### config.mk
export PLATFORM = sky130hd
export DESIGN_NAME = cache_requester
export DESIGN_NICKNAME = d
export VERILOG_FILES = /design/src/rtl/cache_requester.sv
export SDC_FILE = /design/constraint.sdc
export NUM_CORES = 1
export LEC_CHECK = 0
export BUFFER_PORTS_ARGS = -buffer_cell sky130_fd_sc_hd__buf_2
export CAP_MARGIN = 30
export CELL_PAD_IN_SITES_DETAIL_PLACEMENT = 1
export CELL_PAD_IN_SITES_GLOBAL_PLACEMENT = 2
export CORE_UTILIZATION = 30
export DETAILED_ROUTE_END_ITERATION = 8
export PLACE_DENSITY_LB_ADDON = 0.15
export SYNTH_ARGS = -nofsm -noshare
export SYNTH_HDL_FRONTEND = slang
export SYNTH_SLANG_ARGS = --single-unit
### constraint.sdc
create_clock -name clk -period 2.4 [get_ports clk]
set_clock_uncertainty 0.05 [all_clocks]
set_input_delay 0.36 -clock clk [delete_from_list [all_inputs] [get_ports clk]]
set_output_delay 0.36 -clock clk [all_outputs]
set_load 0.05 [all_outputs]
### src/rtl/cache_requester.sv
// Single-outstanding cache requester: latches a host command, holds the request
// until a matching response or a timeout, and reports completion with done/err.
module cache_requester #(
  parameter int unsigned PROC_ID = 0,
  parameter int unsigned TIMEOUT = 8
) (
  input  logic        clk,
  input  logic        rst_n,
  input  logic        cmd_valid,
  output logic        cmd_ready,
  input  logic        cmd_store,
  input  logic [10:0] cmd_tag,
  input  logic        cmd_offset,
  input  logic [7:0]  cmd_data,
  output logic        req_valid,
  output logic [21:0] request,
  input  logic        cache_busy,
  input  logic        resp_valid,
  input  logic [21:0] data_in,
  output logic        done,
  output logic        err,
  output logic [7:0]  load_data,
  output logic [7:0]  busy_cycles
);

  typedef enum logic {IDLE = 1'b0, REQ = 1'b1} state_t;

  localparam logic       ID_BIT  = 1'(PROC_ID);
  localparam logic [7:0] TO_LAST = 8'(TIMEOUT - 1);

  state_t      state, state_nxt;
  logic [7:0]  wait_cnt, wait_cnt_nxt;
  logic        done_nxt, err_nxt;
  logic [7:0]  load_data_nxt, busy_nxt;
  logic        accept, match, timeout;

  logic        store_q;
  logic [10:0] tag_q;
  logic        offset_q;
  logic [7:0]  data_q;

  function automatic logic [7:0] sat_inc8(input logic [7:0] v);
    return (v == 8'hFF) ? v : v + 8'd1;
  endfunction

  assign cmd_ready = (state == IDLE);
  assign req_valid = (state == REQ);
  assign request   = (state == REQ) ? {ID_BIT, store_q, tag_q, offset_q, data_q} : 22'd0;

  always_comb begin
    state_nxt     = state;
    wait_cnt_nxt  = wait_cnt;
    done_nxt      = 1'b0;
    err_nxt       = 1'b0;
    load_data_nxt = load_data;
    busy_nxt      = busy_cycles;
    accept        = 1'b0;
    match         = resp_valid && (data_in[21] == ID_BIT) &&
                    (data_in[20:8] == {store_q, tag_q, offset_q});
    timeout       = (wait_cnt == TO_LAST);
    case (state)
      IDLE: begin
        if (cmd_valid) begin
          accept       = 1'b1;
          state_nxt    = REQ;
          wait_cnt_nxt = 8'd0;
        end
      end
      REQ: begin
        if (cache_busy) busy_nxt = sat_inc8(busy_cycles);
        // A match on the timeout cycle takes priority, so err stays low.
        if (match) begin
          state_nxt = IDLE;
          done_nxt  = 1'b1;
          if (!store_q) load_data_nxt = data_in[7:0];
        end else begin
          wait_cnt_nxt = wait_cnt + 8'd1;
          if (timeout) begin
            state_nxt = IDLE;
            done_nxt  = 1'b1;
            err_nxt   = 1'b1;
          end
        end
      end
      default: state_nxt = IDLE;
    endcase
  end

  always_ff @(posedge clk or negedge rst_n) begin
    if (!rst_n) begin
      state       <= IDLE;
      wait_cnt    <= 8'd0;
      done        <= 1'b0;
      err         <= 1'b0;
      load_data   <= 8'd0;
      busy_cycles <= 8'd0;
    end else begin
      state       <= state_nxt;
      wait_cnt    <= wait_cnt_nxt;
      done        <= done_nxt;
      err         <= err_nxt;
      load_data   <= load_data_nxt;
      busy_cycles <= busy_nxt;
    end
  end

  // Command fields are plain data; the request output is gated by state instead.
  always_ff @(posedge clk) begin
    if (accept) begin
      store_q  <= cmd_store;
      tag_q    <= cmd_tag;
      offset_q <= cmd_offset;
      data_q   <= cmd_store ? cmd_data : 8'd0;
    end
  end

endmodule

==> results of run 1 <==
[metal layers]
| metal | track usage, % | wire length (um) | up-vias |
|---|---|---|---|
| met5 | 0 | 0 | - |
| met4 | 4.839 | 63 | 0 |
| met3 | 3.825 | 377 | 5 |
| met2 | 24.83 | 2571 | 63 |
| met1 | 19.09 | 2505 | 802 |
| li1 | - | - | 835 |
[placed cells by master, fill, tap and decap left out, types with 4 or more instances in the layout]
cell and instances:
nand2_1 8, nor2_1 5, o21ai_0 4, xor2_1 4, edfxtp_1 21, nor3_1 5
clkbuf_8 5, and2_1 29, buf_4 8, a21oi_1 4, xnor2_1 17, dfrtp_1 27
nand4_1 6, mux2_2 8, nand3_1 7, buf_2 88
[synthesized netlist by cell type]
| library cell | number |
|---|---|
| a31o_2 | 1 |
| edfxtp_1 | 21 |
| nor3_4 | 1 |
| or4_1 | 1 |
| nor4_2 | 1 |
| xnor2_1 | 17 |
| o21a_1 | 1 |
| nor2b_1 | 4 |
| a41o_1 | 1 |
| and2_1 | 29 |
| o21ai_0 | 4 |
| a2bb2oi_1 | 2 |
| mux2i_1 | 1 |
| nand3b_1 | 1 |
| o22ai_1 | 2 |
| inv_1 | 2 |
| and2_2 | 1 |
| and3_1 | 2 |
| dfrtp_1 | 27 |
| xor2_1 | 4 |
| nor2_1 | 5 |
| conb_1 | 1 |
| nor3_1 | 5 |
| a211o_1 | 2 |
| nor4b_1 | 2 |
| o211ai_1 | 1 |
| a21oi_1 | 4 |
| a31oi_1 | 2 |
| nand2_1 | 8 |
| ha_1 | 2 |
| nand4_1 | 6 |
| buf_4 | 1 |
| clkbuf_1 | 5 |
| nand3_1 | 7 |
| mux2_2 | 8 |
| buf_6 | 1 |
[metrics by stage]
step	std cells	util [%]
after floorplan	183	-
after global placement	371	39.11
after detailed placement	371	39.11
after CTS	379	40.62
after global routing	380	40.95
final	380	40.95
[logic make-up after synthesis]
logic type,count (synthesis)
simple gates,73
flops,48
xor+xnor,21
compound gates,20
mux,9
buf+inv,9
fa+ha+maj,2
other cells,1
[critical path, stage by stage, from the launching register on]
cell	delay, ns
edfxtp_1	0.47
xnor2_1	0.19
nand4_1	0.14
or4_4	0.59
nor3_4	0.23
buf_12	0.15
mux2_2	0.34
[registers in the layout, summed over array words and instances (netlist names)]
name and count:
tag_q 11, req_valid 1, offset_q 1, done 1, store_q 1, wait_cnt 8, err 1, load_data 8
data_q 8, busy_cycles 8
[power by group through the flow]
| stage | clock network, mW | registers (mW) | logic (mW) |
|---|---|---|---|
| after global placement | 0 | 1.24 | 1.28 |
| final | 0.564 | 1.22 | 1.28 |
| after CTS | 0.592 | 1.22 | 1.30 |
| after global routing | 0.617 | 1.25 | 1.38 |
| after detailed placement | 0 | 1.24 | 1.30 |
| after floorplan | 0 | 1.38 | 0.793 |
[final cells by class]
cell class / instances / area share [%]
multi-input cells: 126 / 30.03
well taps: 99 / 4.193
flip-flops and latches: 48 / 44.22
clock buffers: 6 / 3.177
clock inverters: 2 / 0.5083
inverters: 2 / 0.2541
repair buffers: 97 / 17.62
[path summary, 6_finish.rpt]
kind,depth (start not counted),end,slack [ns],startpoint
hold reg to reg,1,busy_cycles[6],0.46,busy_cycles[6]
min in group clk,1,tag_q[1],0.18,cmd_tag[1]
setup reg to reg,6,load_data[0],0.14,store_q
hold / removal,1,err,0.01,rst_n
max in group asynchronous,1,load_data[7],1.86,rst_n
setup / recovery,6,load_data[0],0.14,store_q
[timing repair]
action	4_1_cts	5_1_grt
resized for setup	0	1
setup endpoints to repair	0	8
hold buffers	0	0
buffers inserted	0	1
==> out/results.ini, run 1 <==
[synthesis]
synth_xor_area_share_pct = 8.240
synth_compound_area_share_pct = 5.998
synth_top_family_by_area = simple AND/OR/NAND/NOR gates
synth_top_area_share_pct = 30.27
yosys-top-cells-area = dfrtp_1 (30%), edfxtp_1 (28%), and2_1 (8.1%)
yosys_register_bits = 48
yosys.area.top_type = dfrtp_1
synthMuxAreaShare_pct = 4.484
netlist_instances = 183
yosysWarnings = 0
synthAdderAreaFrac_pct = 1.121
yosysUniqueCellTypes = 36
ys_seq_area_share_pct = 58.52
synth_area_per_cell_sq_um = 12.20
synth_area_sq_um = 2232
syn_nets = 233
synth-simple-area-share_pct = 19.45

[power]
power_density_nw_per_um2 = 1037
switching_share_pct = 44.12
ir_worst_vdd_mv = 0.5655
power.internal_mw = 1.712
p_total_mw = 3.063
power_frac_clock_pct = 18.4
power_leakage_nw = 1.375
p_sw_mw = 1.351
seq_power_share_pct = 39.8
combPwrFrac_pct = 41.7

[worst_setup_path]
end_kind = flop
path_class = reg2reg
worstPathRequired_ns = 2.55
cp.arrival_ns = 2.40
start_kind = flop
cp_max_fo = 8

[route]
num_vias = 1705
drt-initial-drc-count = 47
wire_per_inst_um = 14.52
viasPerCell = 4.487
ant_nets = 0
wl_um = 5518
drc = 0
dr.pass1.iters = 4

[sta]
maxSlewHeadroom_pct = 57.75
layout_setup_ws_ns = 0.1415
fmax_mhz = 442.8
period_needed_ns = 2.259
post-route-period-util_pct = 94.11
rsz0062_at_grt = false
hold_viol = 0
whs_ns = 0.01498
drv_slew = 0
fin_tns_setup_ns = 0
worst_slew_pin_slew_ns = 0.6337
finalSetupViolCount = 0

[cells_and_area]
drive_above_1_share_pct = 42.35
post-route-cell-area_sq_um = 2954
final_nets = 330
seqCellArea_sq_um = 1306
multi_input_area_sq_um = 887.1
fillers = 850
area_delta_synth_final_pct = 32.34
num_antenna_cells = 0

[die]
fp.dieArea_sq_um = 7790
io_pins = 90
initial_utilization_pct = 30.94
die_w_um = 88.26
rows = 31
die_y_um = 88.26
coreArea_sq_um = 7214

[place]
dpl_cell_area_sq_um = 2821
routabilityCongestion = 0.7049
place_hpwl_um = 4198
portBuffers = 88
dp_slack_ns = 0.04656

[hold_path]
hp-class = in2async

[clock_tree]
cts_sinks = 48
cts_root_buffer = clkbuf_8
clock_path_buffers = 2
tritoncts = built
clkTransAtPathRegs_ns = 0.10
cts_buffers = 5
insertion_delay_ns = 0.30
htree_levels = 2

[global_routing]
grt-ovfl-total = 0
grt_start_max_net_pins = 28
grt_pass1_vias = 1797
antenna_found_initial = 0
grt_util_all_layers_pct = 14.95
grt_pass1_wl_um = 8666

[run]
max_cap_viol_count = 0

[status]
outcome = completed

Power figures use the tool's default switching activity.
==> run 2, diff against run 1 <==
--- a/config.mk
+++ b/config.mk
@@ -11,7 +11,7 @@
 export CELL_PAD_IN_SITES_GLOBAL_PLACEMENT = 2
 export CORE_UTILIZATION = 30
 export DETAILED_ROUTE_END_ITERATION = 8
-export PLACE_DENSITY_LB_ADDON = 0.15
+export PLACE_DENSITY_LB_ADDON = 0.1
 export SYNTH_ARGS = -nofsm -noshare
 export SYNTH_HDL_FRONTEND = slang
 export SYNTH_SLANG_ARGS = --single-unit
==> run 2 against run 1 <==
  * Sequential cell count unchanged
  * Core utilization down 0.17 points
  * Routed wire length down 1.1%
  * Combinational power about the same
  * Clock power up 3%
  * Critical endpoint is now load_data[5]
  * Maximum frequency down 0.73%
  * Hold slack better by 0.0052 ns
  * Cell count down 0.26%
  * Setup slack worse by 0.017 ns
==> out/results.ini, run 2 (synthesis gave the netlist of run 1 again) <==
[place]
place_hpwl_um = 4048  ; was 4198 um
routabilityCongestion = 0.6850  ; was 0.7049
dpl_cell_area_sq_um = 2814  ; was 2821 sq um
portBuffers = 88  ; unchanged

[cells_and_area]
final_common_cell = buf_2  ; unchanged
post-route-util_pct = 40.77  ; was 40.95%
largest-register = tag_q  ; unchanged
post-route-cell-area_sq_um = 2942  ; was 2954 sq um
area_delta_synth_final_pct = 31.78  ; was 32.34%
fillers = 849  ; was 850
seqCellArea_sq_um = 1306  ; unchanged
final_nets = 329  ; was 330
num_antenna_cells = 0  ; unchanged
drive_above_1_share_pct = 41.43  ; was 42.35%
multi_input_area_sq_um = 883.3  ; was 887.1 sq um
largest_reg_flops = 11  ; unchanged
final_cell_mix = buf_2 (88), and2_1 (29), dfrtp_1 (27)  ; unchanged

[sta]
rsz0062_at_grt = false  ; unchanged
period_needed_ns = 2.275  ; was 2.259 ns
finalSetupViolCount = 0  ; unchanged
worst_slew_pin_slew_ns = 0.6193  ; was 0.6337 ns
post-route-period-util_pct = 94.80  ; was 94.11%
drv_slew = 0  ; unchanged
hold_viol = 0  ; unchanged
fin_tns_setup_ns = 0  ; unchanged
maxSlewHeadroom_pct = 58.71  ; was 57.75%
fmax_mhz = 439.5  ; was 442.8 MHz

[route]
drt-initial-drc-count = 64  ; was 47
wl_um = 5459  ; was 5518 um
ant_nets = 0  ; unchanged
num_vias = 1751  ; was 1705
viasPerCell = 4.620  ; was 4.487
drc = 0  ; unchanged
dr.pass1.iters = 4  ; unchanged
wire_per_inst_um = 14.40  ; was 14.52 um

[die]
coreArea_sq_um = 7214  ; unchanged
die_y_um = 88.26  ; unchanged
rows = 31  ; unchanged
initial_utilization_pct = 30.94  ; unchanged
die_w_um = 88.26  ; unchanged
io_pins = 90  ; unchanged
fp.dieArea_sq_um = 7790  ; unchanged

[power]
power.internal_mw = 1.741  ; was 1.712 mW
power_density_nw_per_um2 = 1047  ; was 1037 nW/um^2
seq_power_share_pct = 39.8  ; about the same
switching_share_pct = 43.47  ; was 44.12%
p_sw_mw = 1.339  ; was 1.351 mW
ir_worst_vdd_mv = 0.5791  ; was 0.5655 mV
power_leakage_nw = 1.366  ; was 1.375 nW
power_frac_clock_pct = 18.9  ; was 18.4%
combPwrFrac_pct = 41.3  ; was 41.7%

[worst_setup_path]
end_kind = flop  ; unchanged
rr_worst_depth = 6  ; unchanged
crit_start = tag_q[9]  ; was store_q
path_class = reg2reg  ; unchanged
r2r-end = load_data[5]  ; was load_data[0]
cp_max_fo = 8  ; unchanged
reg2reg_from = tag_q[9]  ; was store_q
worstPathRequired_ns = 2.54  ; was 2.55 ns
crit_end = load_data[5]  ; was load_data[0]
start_kind = flop  ; unchanged
r2r_setup_slack_ns = 0.12  ; was 0.14 ns
cp.arrival_ns = 2.41  ; was 2.40 ns

[clock_tree]
cts_root_buffer = clkbuf_8  ; unchanged
clock_path_buffers = 2  ; unchanged
cts_sinks = 48  ; unchanged
cts_setup_buffers = 0  ; unchanged
cts_hold_buffers = 0  ; unchanged
tritoncts = built  ; unchanged
clkTransAtPathRegs_ns = 0.09  ; was 0.10 ns
insertion_delay_ns = 0.30  ; about the same
post_cts_resize_count = 0  ; unchanged
cts_buffers = 5  ; unchanged
htree_levels = 2  ; unchanged

[global_routing]
grt_util_all_layers_pct = 14.75  ; was 14.95%
grt_start_max_net_pins = 28  ; unchanged
grt_pass1_vias = 1707  ; was 1797
grt-ovfl-total = 0  ; unchanged
antenna_found_initial = 0  ; unchanged
grt_pass1_wl_um = 8611  ; was 8666 um

[run]
max_cap_viol_count = 0  ; unchanged

[status]
outcome = completed  ; unchanged

[hold_path]
hp-class = in2async  ; unchanged

-- run 2: metal layers --
metal	vias to the layer above	part of all wire (%)	track usage [%]
li1	833	-	-
met1	858	47	19.94
met2	55	46	23.50
met3	5	5.8	3.078
met4	0	1.2	5.279
met5	-	0	0
-- run 2: power groups by stage --
stage	registers, mW	clock network, mW	logic, mW
floorplan	1.38	0	0.793
detailed placement	1.24	0	1.29
global placement	1.24	0	1.28
CTS	1.23	0.606	1.29
global route	1.26	0.635	1.37
finish	1.23	0.583	1.27
-- run 2: worst max-delay path, stage by stage (launching register included) --
cell and delay, ns:
edfxtp_1 0.42, xnor2_1 0.22, nand4_1 0.15, or4_1 0.62, nor3_4 0.23, buf_12 0.15, mux2_2 0.33
-- run 2: stage by stage --
step	setup WS, ns	hold slack, ns	std cells	power, mW
after global placement	0.09706	0.3696	370	2.514
final	0.1249	0.02017	379	3.080
after detailed placement	0.03178	0.3670	370	2.528
after global routing	0.03926	0.05644	379	3.260
after floorplan	0.1897	0.01441	183	2.173
after CTS	0.04496	0.03450	378	3.123
-- run 2: cell type report --
class,count,area share [%]
clock inverters,2,1.191
well taps,99,4.211
multi-input cells,126,30.03
clock buffers,6,2.467
inverters,2,0.2552
repair buffers,96,17.44
flip-flops and latches,48,44.41
-- run 2: worst min path at each step --
stage	slack [ns]	end	cells past startpoint
floorplan	0.01	busy_cycles[0]	0
CTS	0.03	done	1
global route	0.06	load_data[1]	1
global placement	0.37	err	1
finish	0.02	done	1
detailed placement	0.37	done	1
